===== src/rtl/game_flow_controller.sv =====
// Brick-breaker game sequencer: starts a level, paces each frame ERASE -> UPDATE -> DRAW, declares win/lose.
// Latency: one cycle per state hop; each go pulse is registered and high in the first cycle of its engine state.
// Backpressure: waits indefinitely on each engine's done; frame ticks arriving while busy are dropped and counted.
module game_flow_controller #(
  parameter int LIVES    = 3,
  parameter int HEALTH_W = 10
) (
  input  logic                clk,
  input  logic                resetn,
  input  logic                start,
  input  logic                frame_tick,
  input  logic [HEALTH_W-1:0] total_health,
  input  logic                brick_hit,
  input  logic                ball_lost,
  input  logic                erase_done,
  input  logic                update_done,
  input  logic                draw_done,
  output logic                erase_go,
  output logic                update_go,
  output logic                draw_go,
  output logic                clear_screen,
  output logic [2:0]          state,
  output logic [HEALTH_W-1:0] health_left,
  output logic [1:0]          lives,
  output logic                win,
  output logic                lose,
  output logic [7:0]          overrun_cnt
);

  typedef enum logic [2:0] {
    IDLE       = 3'd0,
    LOAD       = 3'd1,
    WAIT_FRAME = 3'd2,
    ERASE      = 3'd3,
    UPDATE     = 3'd4,
    DRAW       = 3'd5,
    WIN        = 3'd6,
    LOSE       = 3'd7
  } state_t;

  localparam logic [1:0] LIVES_INIT = 2'(LIVES);

  state_t cur;
  logic   start_q;
  logic   start_edge;
  logic   tick_taken;

  // Only a fresh press of start acts; holding the button does nothing more.
  assign start_edge = start & ~start_q;

  // A frame tick is consumed only when WAIT_FRAME actually launches a frame;
  // the WIN/LOSE exit cycle out of WAIT_FRAME drops it like any busy state.
  assign tick_taken = (cur == WAIT_FRAME) && (health_left != '0) && (lives != 2'd0);

  assign state = cur;

  // Remember last cycle's start level for edge detection.
  always_ff @(posedge clk) begin
    if (!resetn) begin
      start_q <= 1'b0;
    end else begin
      start_q <= start;
    end
  end

  // Main sequencer: state plus registered one-cycle go/clear pulses and win/lose levels.
  always_ff @(posedge clk) begin
    if (!resetn) begin
      cur          <= IDLE;
      erase_go     <= 1'b0;
      update_go    <= 1'b0;
      draw_go      <= 1'b0;
      clear_screen <= 1'b0;
      win          <= 1'b0;
      lose         <= 1'b0;
    end else begin
      erase_go     <= 1'b0;
      update_go    <= 1'b0;
      draw_go      <= 1'b0;
      clear_screen <= 1'b0;
      case (cur)
        IDLE: begin
          if (start_edge) begin
            cur          <= LOAD;
            clear_screen <= 1'b1;
          end
        end
        LOAD: begin
          cur <= WAIT_FRAME;
        end
        WAIT_FRAME: begin
          // End-of-level checks only happen here, so the last frame is always drawn.
          if (health_left == '0) begin
            cur <= WIN;
            win <= 1'b1;
          end else if (lives == 2'd0) begin
            cur  <= LOSE;
            lose <= 1'b1;
          end else if (frame_tick) begin
            cur      <= ERASE;
            erase_go <= 1'b1;
          end
        end
        ERASE: begin
          // The go flag marks the entry cycle; a done seen then is stale and ignored.
          if (erase_done && !erase_go) begin
            cur       <= UPDATE;
            update_go <= 1'b1;
          end
        end
        UPDATE: begin
          if (update_done && !update_go) begin
            cur     <= DRAW;
            draw_go <= 1'b1;
          end
        end
        DRAW: begin
          if (draw_done && !draw_go) begin
            cur <= WAIT_FRAME;
          end
        end
        WIN, LOSE: begin
          if (start_edge) begin
            cur          <= LOAD;
            clear_screen <= 1'b1;
            win          <= 1'b0;
            lose         <= 1'b0;
          end
        end
      endcase
    end
  end

  // Brick health and lives: reloaded in LOAD, consumed only by physics events during UPDATE.
  always_ff @(posedge clk) begin
    if (!resetn) begin
      health_left <= '0;
      lives       <= LIVES_INIT;
    end else if (cur == LOAD) begin
      health_left <= total_health;
      lives       <= LIVES_INIT;
    end else if (cur == UPDATE) begin
      if (brick_hit && (health_left != '0)) begin
        health_left <= health_left - HEALTH_W'(1);
      end
      if (ball_lost && (lives != 2'd0)) begin
        lives <= lives - 2'd1;
      end
    end
  end

  // Saturating count of frame ticks that could not start a frame; cleared only by reset.
  always_ff @(posedge clk) begin
    if (!resetn) begin
      overrun_cnt <= 8'd0;
    end else if (frame_tick && !tick_taken && (overrun_cnt != 8'hFF)) begin
      overrun_cnt <= overrun_cnt + 8'd1;
    end
  end

endmodule


===== config.mk =====
export PLATFORM = sky130hd
export DESIGN_NAME = game_flow_controller
export DESIGN_NICKNAME = d
export VERILOG_FILES = /design/src/rtl/game_flow_controller.sv
export SDC_FILE = /design/constraint.sdc
export NUM_CORES = 1
export LEC_CHECK = 0
export BUFFER_PORTS_ARGS = -buffer_cell sky130_fd_sc_hd__buf_2
export CAP_MARGIN = 20
export CORE_UTILIZATION = 52
export DETAILED_ROUTE_END_ITERATION = 16
export GPL_ROUTABILITY_DRIVEN = 0
export HOLD_SLACK_MARGIN = 0.12
export PLACE_DENSITY_LB_ADDON = 0.1
export RECOVER_POWER = 50
export SLEW_MARGIN = 15
export SYNTH_ARGS = -nofsm -noshare
export SYNTH_HDL_FRONTEND = slang
export SYNTH_SLANG_ARGS = --single-unit

===== constraint.sdc =====
create_clock -name clk -period 2 [get_ports clk]
set_input_delay 0 -clock clk [delete_from_list [all_inputs] [get_ports clk]]
set_output_delay 0 -clock clk [all_outputs]
set_load 0.005 [all_outputs]

Word level (Yosys, flattened, before mapping)
Cells that the tools add are included.
{"block": "totals", "ff_bits": 30, "in_bits": 19, "out_inout_bits": 29, "elab_cells": 89}
{"block": "op_classes", "n_addsub": 3, "n_eq_ne": 17, "n_mux": 21, "bitwise": 4, "reduce_logical": 33}
{"op": "two-way mux 10 bit", "count": 3}
{"op": "two-way mux 3 bit", "count": 7}
{"op": "one-hot mux 3 bit (6 select lines)", "count": 1}
{"op": "== test 3 bit, second input constant", "count": 4}
{"op": "logical NOT 10 bit", "count": 1}
{"op": "inequality test 2 bit, second input constant", "count": 5}
{"op": "AND reduction 2 bit", "count": 5}
{"op": "nonzero test 10 bit", "count": 1}
{"op": "subtractor 10 x 1 -> 10 bit, second input constant", "count": 1}
{"op": "logical AND 1 bit", "count": 9}
{"op": "adder 8 x 1 -> 8 bit, second input constant", "count": 1}
{"op": "two-way mux 1 bit", "count": 8}
{"op": "inequality test 8 bit, second input constant", "count": 1}
{"op": "nonzero test 2 bit", "count": 4}
{"op": "== test 3 x 2 -> 1 bit, second input constant", "count": 2}
{"op": "inequality test 2 x 1 -> 1 bit, second input constant", "count": 3}
{"op": "AND reduction 5 bit", "count": 1}
{"op": "logical NOT 1 bit", "count": 4}
{"op": "inequality test 4 x 2 -> 1 bit, second input constant", "count": 1}
{"op": "one-hot mux 1 bit (2 select lines)", "count": 2}
{"op": "AND reduction 4 bit", "count": 1}
{"op": "OR reduction 2 bit", "count": 2}
{"op": "OR reduction 4 bit", "count": 1}
{"op": "== test 3 x 1 -> 1 bit, second input constant", "count": 1}
{"op": "other kinds (7)", "count": 9}

Logic depth before layout (Yosys ltp)
{"block": "depth", "depth_word": 6, "ltp_mapped": 7, "mapped_depth_nobuf": 6}

Worst setup path before layout
No wires, ideal clock.
{"block": "synth_path", "path_kind": "reg-to-reg", "startpoint": "reg lives[0]", "endpoint": "reg overrun_cnt[2]", "setup_time_ps": 125, "arrival_ps": 1670, "required_time_ps": 1875, "slack_ps": 204, "stages_incl_launch_ff": 8, "path_buffers": 1, "synth_period_minus_slack_ps": 1796, "path_cell_list": "dfxtp_1 > inv_1 > ha_1 > or4b_1 > a31oi_4 > buf_6 > nor3b_1 > mux2i_1"}
{"block": "synth_via", "elab_chain_len": 5}
{"element": "start: declaration", "line": "24", "text": "output logic [1:0] lives,"}
{"element": "start signal: assignment", "line": "147", "text": "lives <= lives - 2'd1;"}
{"element": "nonzero test 2 bit", "line": "53", "text": "assign tick_taken = (cur == WAIT_FRAME) && (health_left != '0) && (lives != 2'd0);"}
{"element": "logical AND 1 bit", "line": "53"}
{"element": "logical NOT 1 bit", "line": "156", "text": "end else if (frame_tick && !tick_taken && (overrun_cnt != 8'hFF)) begin"}
{"element": "logical AND 1 bit (2 in series)", "line": "156"}
{"element": "end signal: assignment", "line": "157", "text": "overrun_cnt <= overrun_cnt + 8'd1;"}
{"element": "end: declaration", "line": "27", "text": "output logic [7:0] overrun_cnt"}
Every way passes these cells.
A chain may end at the register's enable or synchronous reset.

Final worst setup path
{"block": "layout_path", "startpoint": "reg health_left[0]", "endpoint": "reg overrun_cnt[3]"}
{"block": "layout_via", "elab_chain_len": 6}
{"element": "start: declaration", "line": "23", "text": "output logic [HEALTH_W-1:0] health_left,"}
{"element": "start signal: assignment", "line": "140", "text": "health_left <= total_health;"}
{"element": "start signal: assignment", "line": "144", "text": "health_left <= health_left - HEALTH_W'(1);"}
{"element": "nonzero test 10 bit", "line": "53"}
{"element": "logical AND 1 bit (2 in series)", "line": "53"}
{"element": "logical NOT 1 bit", "line": "156"}
{"element": "logical AND 1 bit (2 in series)", "line": "156"}
Every way passes these cells.

==> results.md <==
- Top FF cell, synth: dfxtp_1
- Pleak: 0.928 nW
- Final ANT Viol Nets: 0
- Sequential area share after synthesis: 0.350
- Wirelength per Cell: 13.4 um
- Hpwl dp: 2750 um
- Final net count: 292
- Sequential cell area: 601 um^2
- Layout cells sized above 1: 0.257
- Synth area leader: dfxtp_1
- Yosys reg bits: 30
- Root Buffer: clkbuf_4
- CP max stage cell: or4_1
- Post-synth top area share: 0.350
- Startpoint Class: flip-flop
- Critical Path Max Stage Delay: 0.50 ns
- Final Hold Vio Count: 0
- Initial core utilization: 0.553
- Die area: 0.00353 mm^2
- WL final: 4190 um
- TritonCTS buffer count: 5
- FP Rows: 20
- PD cells: 1230 mW/mm^2
- Die boundary height: 59.5 um
- Vias in the first global route: 1545
- IO Count: 48
- Placement Setup Slack: 0.0437 ns
- DR DRC count: 0
- Max Clk Rate: 526 MHz
- Worst Path Required: 2.27 ns
- Later-pin clock latency in the skew report: 0.34 ns
- Max-slew violations: 0
- Placeable core area: 0.00310 mm^2
- Antenna violations before repair: 0
- Number of synthesized flops with an enable pin: 0
- Max-capacitance violation count: 0
- Die X: 59.5 um
- Setup Crit Path Kind: flip-flop to flip-flop
- Clk_skew: 0.0110 ns
- Slew margin rel.: 0.338
- Synth cell types: 48
- CP Cell Sequence: inv_1 > ha_1 > nor3b_4 > a31oi_4 > buf_12 > or4_1 > a21oi_1
- Fill count: 282
- RSZ-0062 raised after global routing: false
- Overall track demand over capacity in global routing: 0.257
- Outcome: finished, final reports clean
- CTS tree: done
- Synth Cell Area: 0.00172 mm^2
- Syn Area/Cell: 8.67 um^2
- Layout Utilization: 0.724
- Routed vias: 1710
- Tmin final: 1.90 ns
- H-tree levels: 2
- Port-buffer cells: 47
- Area growth syn-to-layout: 30.8%
- Synth top area cells: dfxtp_1 35%, mux2i_1 6.4%, o21ai_0 4.7%
- Vias per cell: 5.46
- Worst-Margin Slew: 0.993 ns
- YS warnings: 0
- Multi-input gate area in the final layout: 0.00103 mm^2
- Largest net degree at the start of global routing: 26
- Final Cycle Share: 0.951
- Clock transition at path regs: 0.10 ns
- Synth Net Count: 221
- Arr. time, crit path: 2.17 ns
- Slack of the critical path: 0.0981 ns
- Crit path capture type: flip-flop
- Initial DRC Count: 79
- VDD IR-drop max: 880 uV
- First-pass GRT wire length: 6710 um
- Hold WC Path Type: input port to flip-flop
- PnR Total Power: 2.77 mW
- GRT overflow: 0
- Gate count of the mapped netlist: 198
- Clock Tree Buf Depth: 2
- N_diodes: 0
- First drt pass iteration count: 4
- Finish-stage setup viols: 0
- Clock sink count: 30
- Setup TNS Final: 0 ns
- Async set-or-reset flop fraction in the synthesized netlist: 0
- Crit path max fanout: 14
==> where the power goes <==
group	internal, mW	total [mW]	switching, mW	leakage, nW
Combinational	0.740	1.51	0.774	0.652
Sequential	0.733	0.919	0.185	0.245
Clock	0.126	0.338	0.212	0.0308
Total	1.60	2.77	1.17	0.928
==> flip-flops by register name (all words and copies together), names as in the netlist <==
register	cells
health_left	10
start_q	1
erase_go	1
overrun_cnt	8
update_go	1
lose	1
clear_screen	1
lives	2
state	3
win	1
draw_go	1
==> routing by layer <==
layer	up-vias	GRT usage	part of all wire
met4	0	0.0918	0.013
li1	876	-	-
met3	6	0.0677	0.048
met2	44	0.435	0.50
met5	-	0	0
met1	784	0.313	0.44
==> cells by family after synthesis <==
| kind of cell | Yosys count | synth area share |
|---|---|---|
| xor+xnor | 1 | 0.00510 |
| fa+ha+maj | 4 | 0.0292 |
| flops | 30 | 0.350 |
| mux | 11 | 0.0641 |
| simple gates | 81 | 0.303 |
| compound gates | 51 | 0.198 |
| buf+inv | 20 | 0.0510 |
==> final timing paths <==
check | startpoint | slack, ns | cells past startpoint | endpoint
max reg2reg | health_left[0] | 0.1 | 7 | overrun_cnt[3]
max | health_left[0] | 0.1 | 7 | overrun_cnt[3]
min | brick_hit | 0.23 | 5 | health_left[2]
min reg2reg | overrun_cnt[6] | 0.49 | 2 | overrun_cnt[6]
==> cell type report <==
class | instances | share of cell area
multi-input cells | 148 | 0.461
inverters | 9 | 0.0150
repair buffers | 75 | 0.211
clock inverters | 2 | 0.00446
clock buffers | 5 | 0.0167
flip-flops and latches | 30 | 0.267
well taps | 44 | 0.0245
==> critical path, delay by kind of cell, from the launching register on <==
| family | cells | cell delay, ns |
|---|---|---|
| fa+ha+maj | 1 | 0.22 |
| buf+inv | 2 | 0.26 |
| compound gates | 2 | 0.27 |
| simple gates | 2 | 0.76 |
| flops | 1 | 0.32 |
==> cells in the mapped netlist (4+ instances only) <==
library cell / count
dfxtp_1: 30
o21ai_0: 16
buf_2: 4
nor3_1: 5
mux2i_1: 11
nand2b_1: 8
nand3_1: 10
ha_1: 4
nor2b_1: 5
nor2_1: 6
or4_1: 4
clkbuf_1: 6
a31oi_1: 6
inv_1: 9
nand2_1: 14
a21oi_1: 14
==> through the flow <==
stage,instance area [um^2],hold slack [ns],cells
2_1_floorplan,1720,0.122,198
3_3_place_gp,2040,0.216,289
3_5_place_dp,2040,0.224,289
4_1_cts,2240,0.208,312
5_1_grt,2250,0.240,313
6_report,2250,0.228,313
==> cell usage in the layout (no fill, tap or decap), types with 2 or more instances in the layout <==
cell type	instances
clkinv_2	2
o22ai_1	2
buf_2	37
nand2_1	14
o31ai_1	2
o21ai_0	16
nor2_1	6
nand4_1	3
ha_1	4
a21oi_1	14
buf_4	8
or3_2	2
nand3_1	10
or3b_2	3
or3_1	2
dfxtp_1	30
dlygate4sd3_1	16
clkbuf_1	13
nor3_1	5
nand2b_1	8
clkbuf_4	5
nor4_2	3
nand3b_1	3
a211oi_1	2
a31oi_1	6
nor2b_1	5
or4_1	4
inv_1	9
mux2i_1	11
nor3b_1	2
==> timing repair <==
item,in CTS,in global routing
endpoints found under the hold margin,23,0
buffers inserted,0,1
hold buffers,16,0
gates resized for setup,0,1
setup endpoints to repair,0,8
Note: power is estimated with default switching activity, not from simulation.
